$ cat src/rtl/n64_pif_serial_engine.sv
// N64 PIF serial engine: decodes a header from the RCP line, then streams PIF RAM words out or in.
// Optional macro PIF_SERIAL_TIMEOUT_EN adds a write-acknowledge timeout that pulses xfer_err.
module n64_pif_serial_engine #(
  parameter int unsigned ADDR_W      = 9,
  parameter int unsigned DATA_W      = 32,
  parameter int unsigned BURST_WORDS = 16,
  parameter int unsigned TIMEOUT_CYC = 4096
) (
  input  logic              clk,
  input  logic              reset_l,
  input  logic              n64_rsp_in,
  output logic              n64_pif_out,
  output logic [ADDR_W-1:0] mem_addr,
  output logic              mem_wren,
  output logic [DATA_W-1:0] mem_wdata,
  input  logic [DATA_W-1:0] mem_rdata,
  output logic              busy,
  output logic              xfer_done,
  output logic              xfer_err,
  output logic [1:0]        last_type
);

  localparam int unsigned HDR_W  = 2 + ADDR_W;
  localparam int unsigned HCNT_W = $clog2(HDR_W + 1);
  localparam int unsigned BIT_W  = $clog2(DATA_W);
  localparam int unsigned WCNT_W = $clog2(BURST_WORDS + 1);

  typedef enum logic [2:0] {
    ST_IDLE, ST_HDR, ST_DECODE, ST_RD_ACK, ST_RD_DATA, ST_WR_ACK, ST_WR_WAIT, ST_WR_DATA
  } state_t;

  state_t              r_state;
  logic                r_s1, r_s2, r_s3;
  logic [HCNT_W-1:0]   r_hcnt;
  logic [HDR_W-1:0]    r_hdr;
  logic [DATA_W-1:0]   r_sh;
  logic [BIT_W-1:0]    r_bit;
  logic [WCNT_W-1:0]   r_words;
  logic                r_wr_fin;
  logic                r_out;
  logic [ADDR_W-1:0]   r_addr;
  logic                r_wren;
  logic [DATA_W-1:0]   r_wdata;
  logic                r_busy;
  logic                r_done;
  logic [1:0]          r_type;
  logic                w_fall;

`ifdef PIF_SERIAL_TIMEOUT_EN
  localparam int unsigned TO_W = $clog2(TIMEOUT_CYC + 1);
  logic [TO_W-1:0] r_to_cnt;
  logic            r_err;
  assign xfer_err = r_err;
`else
  assign xfer_err = 1'b0;
`endif

  assign w_fall      = r_s3 & ~r_s2;
  assign n64_pif_out = r_out;
  assign mem_addr    = r_addr;
  assign mem_wren    = r_wren;
  assign mem_wdata   = r_wdata;
  assign busy        = r_busy;
  assign xfer_done   = r_done;
  assign last_type   = r_type;

  // Synchroniser, transfer sequencer and all registered outputs.
  always_ff @(posedge clk) begin
    if (!reset_l) begin
      r_state  <= ST_IDLE;
      r_s1     <= 1'b1;
      r_s2     <= 1'b1;
      r_s3     <= 1'b1;
      r_hcnt   <= '0;
      r_hdr    <= '0;
      r_sh     <= '0;
      r_bit    <= '0;
      r_words  <= '0;
      r_wr_fin <= 1'b0;
      r_out    <= 1'b1;
      r_addr   <= '0;
      r_wren   <= 1'b0;
      r_wdata  <= '0;
      r_busy   <= 1'b0;
      r_done   <= 1'b0;
      r_type   <= 2'b00;
`ifdef PIF_SERIAL_TIMEOUT_EN
      r_to_cnt <= '0;
      r_err    <= 1'b0;
`endif
    end else begin
      r_s1   <= n64_rsp_in;
      r_s2   <= r_s1;
      r_s3   <= r_s2;
      r_wren <= 1'b0;
      r_done <= 1'b0;
`ifdef PIF_SERIAL_TIMEOUT_EN
      r_err  <= 1'b0;
`endif
      // Write address advances the cycle after each strobe.
      if (r_wren) r_addr <= r_addr + ADDR_W'(1);

      case (r_state)
        ST_IDLE: begin
          if (w_fall) begin
            r_state <= ST_HDR;
            r_hcnt  <= HCNT_W'(HDR_W);
            r_busy  <= 1'b1;
          end
        end
        ST_HDR: begin
          r_hdr  <= {r_hdr[HDR_W-2:0], r_s2};
          r_hcnt <= r_hcnt - HCNT_W'(1);
          if (r_hcnt == HCNT_W'(1)) r_state <= ST_DECODE;
        end
        ST_DECODE: begin
          r_addr  <= r_hdr[ADDR_W-1:0];
          r_type  <= r_hdr[HDR_W-1 -: 2];
          r_words <= r_hdr[HDR_W-2] ? WCNT_W'(BURST_WORDS) : WCNT_W'(1);
          r_out   <= 1'b0;
          r_state <= r_hdr[HDR_W-1] ? ST_WR_ACK : ST_RD_ACK;
        end
        ST_RD_ACK: begin
          r_out   <= mem_rdata[DATA_W-1];
          r_sh    <= {mem_rdata[DATA_W-2:0], 1'b0};
          r_bit   <= BIT_W'(DATA_W - 1);
          r_state <= ST_RD_DATA;
        end
        ST_RD_DATA: begin
          if (r_bit == BIT_W'(DATA_W - 1)) r_addr <= r_addr + ADDR_W'(1);
          if (r_bit != '0) begin
            r_out <= r_sh[DATA_W-1];
            r_sh  <= {r_sh[DATA_W-2:0], 1'b0};
            r_bit <= r_bit - BIT_W'(1);
          end else if (r_words > WCNT_W'(1)) begin
            r_words <= r_words - WCNT_W'(1);
            r_out   <= mem_rdata[DATA_W-1];
            r_sh    <= {mem_rdata[DATA_W-2:0], 1'b0};
            r_bit   <= BIT_W'(DATA_W - 1);
          end else begin
            r_out   <= 1'b1;
            r_done  <= 1'b1;
            r_busy  <= 1'b0;
            r_state <= ST_IDLE;
          end
        end
        ST_WR_ACK: begin
          r_out   <= 1'b1;
          r_state <= ST_WR_WAIT;
`ifdef PIF_SERIAL_TIMEOUT_EN
          r_to_cnt <= '0;
`endif
        end
        ST_WR_WAIT: begin
          if (w_fall) begin
            r_state  <= ST_WR_DATA;
            r_bit    <= BIT_W'(DATA_W - 1);
            r_wr_fin <= 1'b0;
          end
`ifdef PIF_SERIAL_TIMEOUT_EN
          else if (r_to_cnt == TO_W'(TIMEOUT_CYC - 1)) begin
            r_err   <= 1'b1;
            r_busy  <= 1'b0;
            r_state <= ST_IDLE;
          end else begin
            r_to_cnt <= r_to_cnt + TO_W'(1);
          end
`endif
        end
        ST_WR_DATA: begin
          if (r_wr_fin) begin
            r_done  <= 1'b1;
            r_busy  <= 1'b0;
            r_state <= ST_IDLE;
          end else begin
            r_sh  <= {r_sh[DATA_W-2:0], r_s2};
            r_bit <= r_bit - BIT_W'(1);
            if (r_bit == '0) begin
              r_wdata <= {r_sh[DATA_W-2:0], r_s2};
              r_wren  <= 1'b1;
              r_bit   <= BIT_W'(DATA_W - 1);
              r_words <= r_words - WCNT_W'(1);
              if (r_words == WCNT_W'(1)) r_wr_fin <= 1'b1;
            end
          end
        end
        default: begin
          r_state <= ST_IDLE;
          r_out   <= 1'b1;
          r_busy  <= 1'b0;
        end
      endcase
    end
  end

endmodule

$ cat config.mk
export PLATFORM = sky130hd
export DESIGN_NAME = n64_pif_serial_engine
export DESIGN_NICKNAME = d
export VERILOG_FILES = /design/src/rtl/n64_pif_serial_engine.sv
export SDC_FILE = /design/constraint.sdc
export NUM_CORES = 1
export LEC_CHECK = 0
export BUFFER_PORTS_ARGS = -buffer_cell sky130_fd_sc_hd__buf_4
export CAP_MARGIN = 10
export CORE_UTILIZATION = 30
export DETAILED_ROUTE_END_ITERATION = 8
export GPL_ROUTABILITY_DRIVEN = 0
export GPL_TIMING_DRIVEN = 0
export HOLD_SLACK_MARGIN = 0.02
export PLACE_DENSITY = 0.52
export RECOVER_POWER = 100
export SYNTH_ARGS = -nofsm -noshare
export SYNTH_HDL_FRONTEND = slang
export SYNTH_SLANG_ARGS = --single-unit
$ cat constraint.sdc
create_clock -name clk -period 2.05 [get_ports clk]
set_input_delay 0.205 -clock clk [delete_from_list [all_inputs] [get_ports clk]]
set_output_delay 0.205 -clock clk [all_outputs]
set_load 0.05 [all_outputs]
==> results_dict.tcl, run 1 <==
set metrics [dict create \
    netlist.top_cell.by_area "dfxtp_1" \
    violations "setup timing" \
    period_needed_ps 2080 \
    vias_per_cell 4.91 \
    grt_max_degree 20 \
    grt-ovfl-total 0 \
    worst_slack_ps -33.1 \
    drive_gt1_share_pct 26.1 \
    endpoint_kind "flip-flop" \
    critPathLaunchType "flip-flop" \
    status "complete, but fails checks" \
    wl_per_cell_um 15.4 \
    synthCells 599 \
    setup_viol 25 \
    clkSinkCount 111 \
    drv_cap 0 \
    hold_viol_final 0 \
    seq_area_frac_synth_pct 42.8 \
    dp_hpwl_um 10300 \
    worst_pin_slew_ps 778 \
    coreArea_um2 16800 \
    die_width_um 134 \
    synth-main-ff-cell "dfxtp_1" \
    critPathMaxStageDelay_ps 530 \
    drt-initial-drc-count 210 \
    track_usage_pct 16.5 \
    die-area_um2 17800 \
    yosys_register_bits 111 \
    relSlewSlack_pct 48.1 \
    path_max_fanout 10 \
    clk_latency_ps 360 \
    place_ws_ps -333 \
    diodes 0 \
    slew_violations 0 \
    yosysWarnings 0 \
    p_leak_nw 2.29 \
    min_path_type "input pin to flip-flop" \
    critical-path-top-delay-family "simple AND/OR/NAND/NOR gates" \
    synth_area_leaders "dfxtp_1 (43%), nand2_1 (8.3%), a211oi_2 (7.5%)" \
    cts_max_path_buffers 2 \
    power_per_cell_area_nw_per_um2 759 \
    nets 747 \
    io_buffers 81 \
    rsz0062_at_grt "true" \
    fmax_ghz 0.480 \
    synth_edf_count 0 \
    drtPass1Iterations 4 \
    crit_path_cell_trace "inv_4 > ha_4 > or4b_4 > nor3_4 > o21bai_1 > buf_6 > buf_12 > nor2_2 > a211oi_2" \
    drc 0 \
    synth.distinct_cells 55 \
    ctsHtreeMaxLevel 3 \
    antenna_left 0 \
    async_flop_share_pct 0 \
    rows 47 \
    final_common_cell "nand2_1" \
    max-vdd-ir-drop_mv 0.458 \
    worstPathArrival_ps 2300 \
    fin_setup_tns_ps -463 \
    wl_um 14300 \
    final_cell_mix "nand2_1 (113), dfxtp_1 (109), clkbuf_1 (69)" \
    num_vias 4569 \
    synth_nets 641 \
    clkSlewWorstSetupHoldPaths_ps 80 \
    die_h_um 134 \
    cts_root_buf "clkbuf_16" \
    antenna_found_initial 0 \
    pin_count 83 \
    critPathBufInv 3 \
    cts_tree "done" \
    initial_core_util_pct 31.0 \
    grt_pass1_vias 4565 \
    crit_required_ps 2270 \
    netlist_area_um2 5190 \
    area_growth_pct 30.7 \
    crit_slowest_cell "or4b_4" \
    numCtsBuffers 9 \
    synth_top_area_share_pct 42.8 \
    finalClockSkew_ps 9.23 \
    path_class "flip-flop to flip-flop" \
    grt_pass1_wl_um 23100 \
    syn_avg_cell_area_um2 8.66 \
    period_share_pct 102 \
]
-- layout make-up --
| class | instances | area, µm² |
|---|---|---|
| Buffer | 48 | 333 |
| Clock buffer | 9 | 225 |
| Clock inverter | 7 | 80.1 |
| Fill cell | 1707 | 9980 |
| Inverter | 9 | 36.3 |
| Multi-Input combinational cell | 429 | 3010 |
| Sequential cell | 111 | 2230 |
| Tap cell | 220 | 275 |
| Timing Repair Buffer | 97 | 597 |
-- cells in the mapped netlist, types with 2 or more instances --
cell type and instances:
nand2_1 115, dfxtp_1 111, a21oi_1 63, nor2_1 53
mux2i_1 32, a211oi_2 31, clkbuf_1 28, buf_2 14
nor3_1 10, xnor2_1 9, inv_1 8, nand3_1 8
nand4_1 8, xor2_1 8, ha_1 7, a222oi_1 6
nand2b_1 6, o21ai_1 6, a211oi_1 5, buf_6 5
or3_1 5, a311oi_1 4, a31oi_1 4, nor2b_1 4
nor3b_1 4, and2_1 3, o21ai_0 3, o22ai_1 3
a221oi_1 2, a22oi_1 2, and3_1 2, buf_4 2
nor3_2 2, o21ba_2 2, o21bai_1 2, o22a_1 2
or3b_1 2
-- path summary, 6_finish.rpt --
check,startpoint,end,slack [ps],cells after the start
setup / recovery,r_bit[0]$_SDFFE_PN0P_,r_sh[27]$_SDFFE_PN0P_,-30,9
hold / removal,mem_rdata[31],n64_pif_out$_SDFFE_PN1P_,100,3
setup reg to reg,r_bit[0]$_SDFFE_PN0P_,r_sh[27]$_SDFFE_PN0P_,-30,9
hold reg to reg,r_s1$_SDFF_PN1_,r_s2$_SDFF_PN1_,410,1
-- layer usage --
metal	vias to the layer above	share of wire (%)	GRT usage, %
li1	2310	-	-
met1	2148	47	21.3
met2	92	47	26.6
met3	19	4.1	2.78
met4	0	1.8	7.77
met5	-	0	0
-- flip-flops by register name (all words and copies together) (netlist names), 2 cells and up --
signal,flops
r_hcnt,4
r_bit,5
mem_wdata,32
r_hdr,11
last_type,2
r_words,5
r_state,3
mem_addr,9
r_sh,32
-- repair_timing --
item / 4_1_cts / 5_1_grt
setup buffers: 10 / 3
setup endpoints to repair: 85 / 81
pin swaps: 7 / 12
hold buffers: 1 / 0
endpoints found under the hold margin: 1 / 0
cloned: 0 / 2
resized for setup: 86 / 37
-- worst register-to-register path, stage by stage, from the launching register on --
cell and delay (ps):
dfxtp_4 360, inv_4 50, ha_4 130, or4b_4 530
nor3_4 230, o21bai_1 130, buf_6 190, buf_12 170
nor2_2 100, a211oi_2 50
-- cell families after synthesis --
kind of cell	synth area share [%]
simple gates	19.7
compound gates	21.0
flops	42.8
buf+inv	5.47
mux	6.39
xor+xnor	2.87
fa+ha+maj	1.69
other cells	0.0723
-- report_power, final --
group,internal [mW],leakage (nW),switching [mW],total [mW]
Clock,0.962,0.143,0.863,1.82
Sequential,2.24,0.898,0.0848,2.32
Combinational,0.450,1.25,0.555,1.01
Total,3.65,2.29,1.50,5.15
-- stage by stage --
| stage | instance area [µm²] | cells | power (mW) | hold WS [ps] | util (%) |
|---|---|---|---|---|---|
| 3_3_place_gp | 6070 | 900 | 3.13 | 389 | 36.2 |
| 2_1_floorplan | 5190 | 599 | 2.92 | 306 | - |
| 3_5_place_dp | 6070 | 900 | 3.15 | 395 | 36.2 |
| 5_1_grt | 6780 | 930 | 5.39 | 107 | 40.5 |
| 4_1_cts | 6760 | 926 | 5.15 | 89.8 | 40.3 |
| 6_report | 6780 | 930 | 5.15 | 99.6 | 40.5 |
Power figures use the tool's default switching activity.
==> inputs of run 2 (changes only) <==
- CORE_UTILIZATION: 30 -> 51
- PLACE_DENSITY: 0.52 -> 0.79
==> run 2 against run 1 <==
The flow still finishes with violations (setup timing). Core utilization grew 27 points. Fmax shrank 3.6%. Critical path depth is the same. Global-route usage grew 9.1 points. Sequential power is essentially flat. Worst setup slack lost 77 ps.
==> results_dict.tcl, run 2 (synthesized netlist as in run 1, its figures left out) <==
set metrics [dict create \
    period_needed_ps 2160 \
    relSlewSlack_pct 49.4 \
    hold_end "n64_pif_out$_SDFFE_PN1P_" \
    max-vdd-ir-drop_mv 0.399 \
    worstPathArrival_ps 2390 \
    finalPower_mw 4.61 \
    die_h_um 103 \
    fillers 797 \
    period_share_pct 105 \
    min_path_type "input pin to flip-flop" \
    crit_required_ps 2280 \
    setup_viol 16 \
    hold_path_depth 3 \
    status "complete, but fails checks" \
    grt_pass1_vias 4418 \
    numCtsBuffers 9 \
    clkSlewWorstSetupHoldPaths_ps 120 \
    diodes 0 \
    fmax_ghz 0.463 \
    critPathLaunchType "flip-flop" \
    crit_path_cell_trace "inv_2 > ha_4 > buf_4 > nor3b_2 > nor2b_4 > o21ai_4 > buf_8 > mux2i_1 > a211oi_2" \
    power_per_cell_area_nw_per_um2 700 \
    wl_um 14400 \
    path_max_fanout 10 \
    slew_violations 0 \
    vias_per_cell 5.76 \
    nets 746 \
    timing.rr.start "r_bit[0]$_SDFFE_PN0P_" \
    path_class "flip-flop to flip-flop" \
    num_vias 4853 \
    clkSinkCount 111 \
    pin_count 83 \
    area_growth_pct 27.1 \
    drv_cap 0 \
    rr_endpoint "r_sh[10]$_SDFFE_PN0P_" \
    violations "setup timing" \
    grt-ovfl-total 0 \
    clk_latency_ps 370 \
    cts_root_buf "clkbuf_8" \
    drtPass1Iterations 5 \
    coreArea_um2 9820 \
    die_width_um 103 \
    initial_core_util_pct 52.8 \
    io_buffers 81 \
    dp_hpwl_um 9050 \
    drive_gt1_share_pct 25.2 \
    hold_slack_ps 65.3 \
    drt-initial-drc-count 308 \
    antenna_left 0 \
    grt_pass1_wl_um 21000 \
    grt_max_degree 20 \
    final_common_cell "nand2_1" \
    rows 36 \
    crit_slowest_cell "mux2i_1" \
    finalClockSkew_ps 15.3 \
    ctsHtreeMaxLevel 3 \
    r2r_cells 9 \
    critPathMaxStageDelay_ps 390 \
    drc 0 \
    worst_pin_slew_ps 759 \
    final_cell_mix "nand2_1 (115), dfxtp_1 (108), clkbuf_1 (70)" \
    hold_viol_final 0 \
    rsz0062_at_grt "true" \
    worstHoldStart "mem_rdata[31]" \
    endpoint_kind "flip-flop" \
    die-area_um2 10600 \
    worst_slack_ps -110 \
    reg2reg_slack_ps -110 \
    wl_per_cell_um 17.1 \
    p_leak_nw 2.28 \
    cts_tree "done" \
    cts_max_path_buffers 2 \
    track_usage_pct 25.6 \
    antenna_found_initial 0 \
]
## run 2: changes by cell type in the layout (fill, tap and decap cells not counted), sizes merged
cell / change
buf: +2
bufinv: -1
clkbuf: -2
clkinv: +1
clkinvlp: -2
inv: +1
## run 2: critical path: cells and delay by family, from the launching register on
family          cells  cell delay [ps]
flops               1              350
buf+inv             3              370
simple gates        2              330
mux                 1              390
compound gates      2              430
fa+ha+maj           1              140
## run 2: layer usage
metal	wire length, µm	track usage, %	vias up
met1	5840	31.2	2316
met3	924	4.47	28
met2	7280	45.6	208
li1	-	-	2301
met5	0	0	-
met4	357	8.45	0
## run 2: repair_timing
action	4_1_cts	5_1_grt
endpoints found under the hold margin	1	0
pin swaps	6	9
buffers inserted	10	2
gates cloned	3	2
gates resized for setup	80	44
hold buffers	1	0
endpoints found under the setup margin	80	76
## run 2: power breakdown
group	internal, mW	switching (mW)
combinational	0.454	0.554
sequential	2.24	0.102
clock	0.465	0.801
total	3.16	1.46
## run 2: final cells by class
type,count,area (µm²),share of cell area (%)
multi-input cells,429,3010,45.7
flip-flops and latches,111,2230,33.8
repair buffers,99,659,10.0
plain buffers,45,314,4.76
well taps,133,166,2.52
clock buffers,10,128,1.94
clock inverters,6,51.3,0.778
inverters,9,33.8,0.512
## run 2: through the flow
step / setup TNS (ps) / setup slack [ps] / util, % / std cells / cell area (µm²)
6_report: -327 / -110 / 67.1 / 842 / 6590
3_3_place_gp: -11680 / -219 / 60.7 / 813 / 5960
2_1_floorplan: -351 / -18.0 / - / 599 / 5190
5_1_grt: -2840 / -119 / 67.1 / 842 / 6590
4_1_cts: -190 / -35.9 / 66.6 / 840 / 6540
3_5_place_dp: -13330 / -266 / 60.7 / 813 / 5960
## run 2: how the worst max path moves through the flow
stage / from / endpoint / slack [ps] / depth (start not counted)
after detailed placement: r_bit[0]$_SDFFE_PN0P_ / r_sh[17]$_SDFFE_PN0P_ / -270 / 10
final: r_bit[0]$_SDFFE_PN0P_ / r_sh[10]$_SDFFE_PN0P_ / -110 / 9
after floorplan: r_bit[0]$_SDFFE_PN0P_ / r_sh[11]$_SDFFE_PN0P_ / -20 / 10
after CTS: r_bit[0]$_SDFFE_PN0P_ / r_bit[2]$_SDFFE_PN0P_ / -40 / 9
after global routing: r_bit[0]$_SDFFE_PN0P_ / r_sh[14]$_SDFFE_PN0P_ / -120 / 9
after global placement: r_bit[0]$_SDFFE_PN0P_ / r_sh[29]$_SDFFE_PN0P_ / -220 / 10
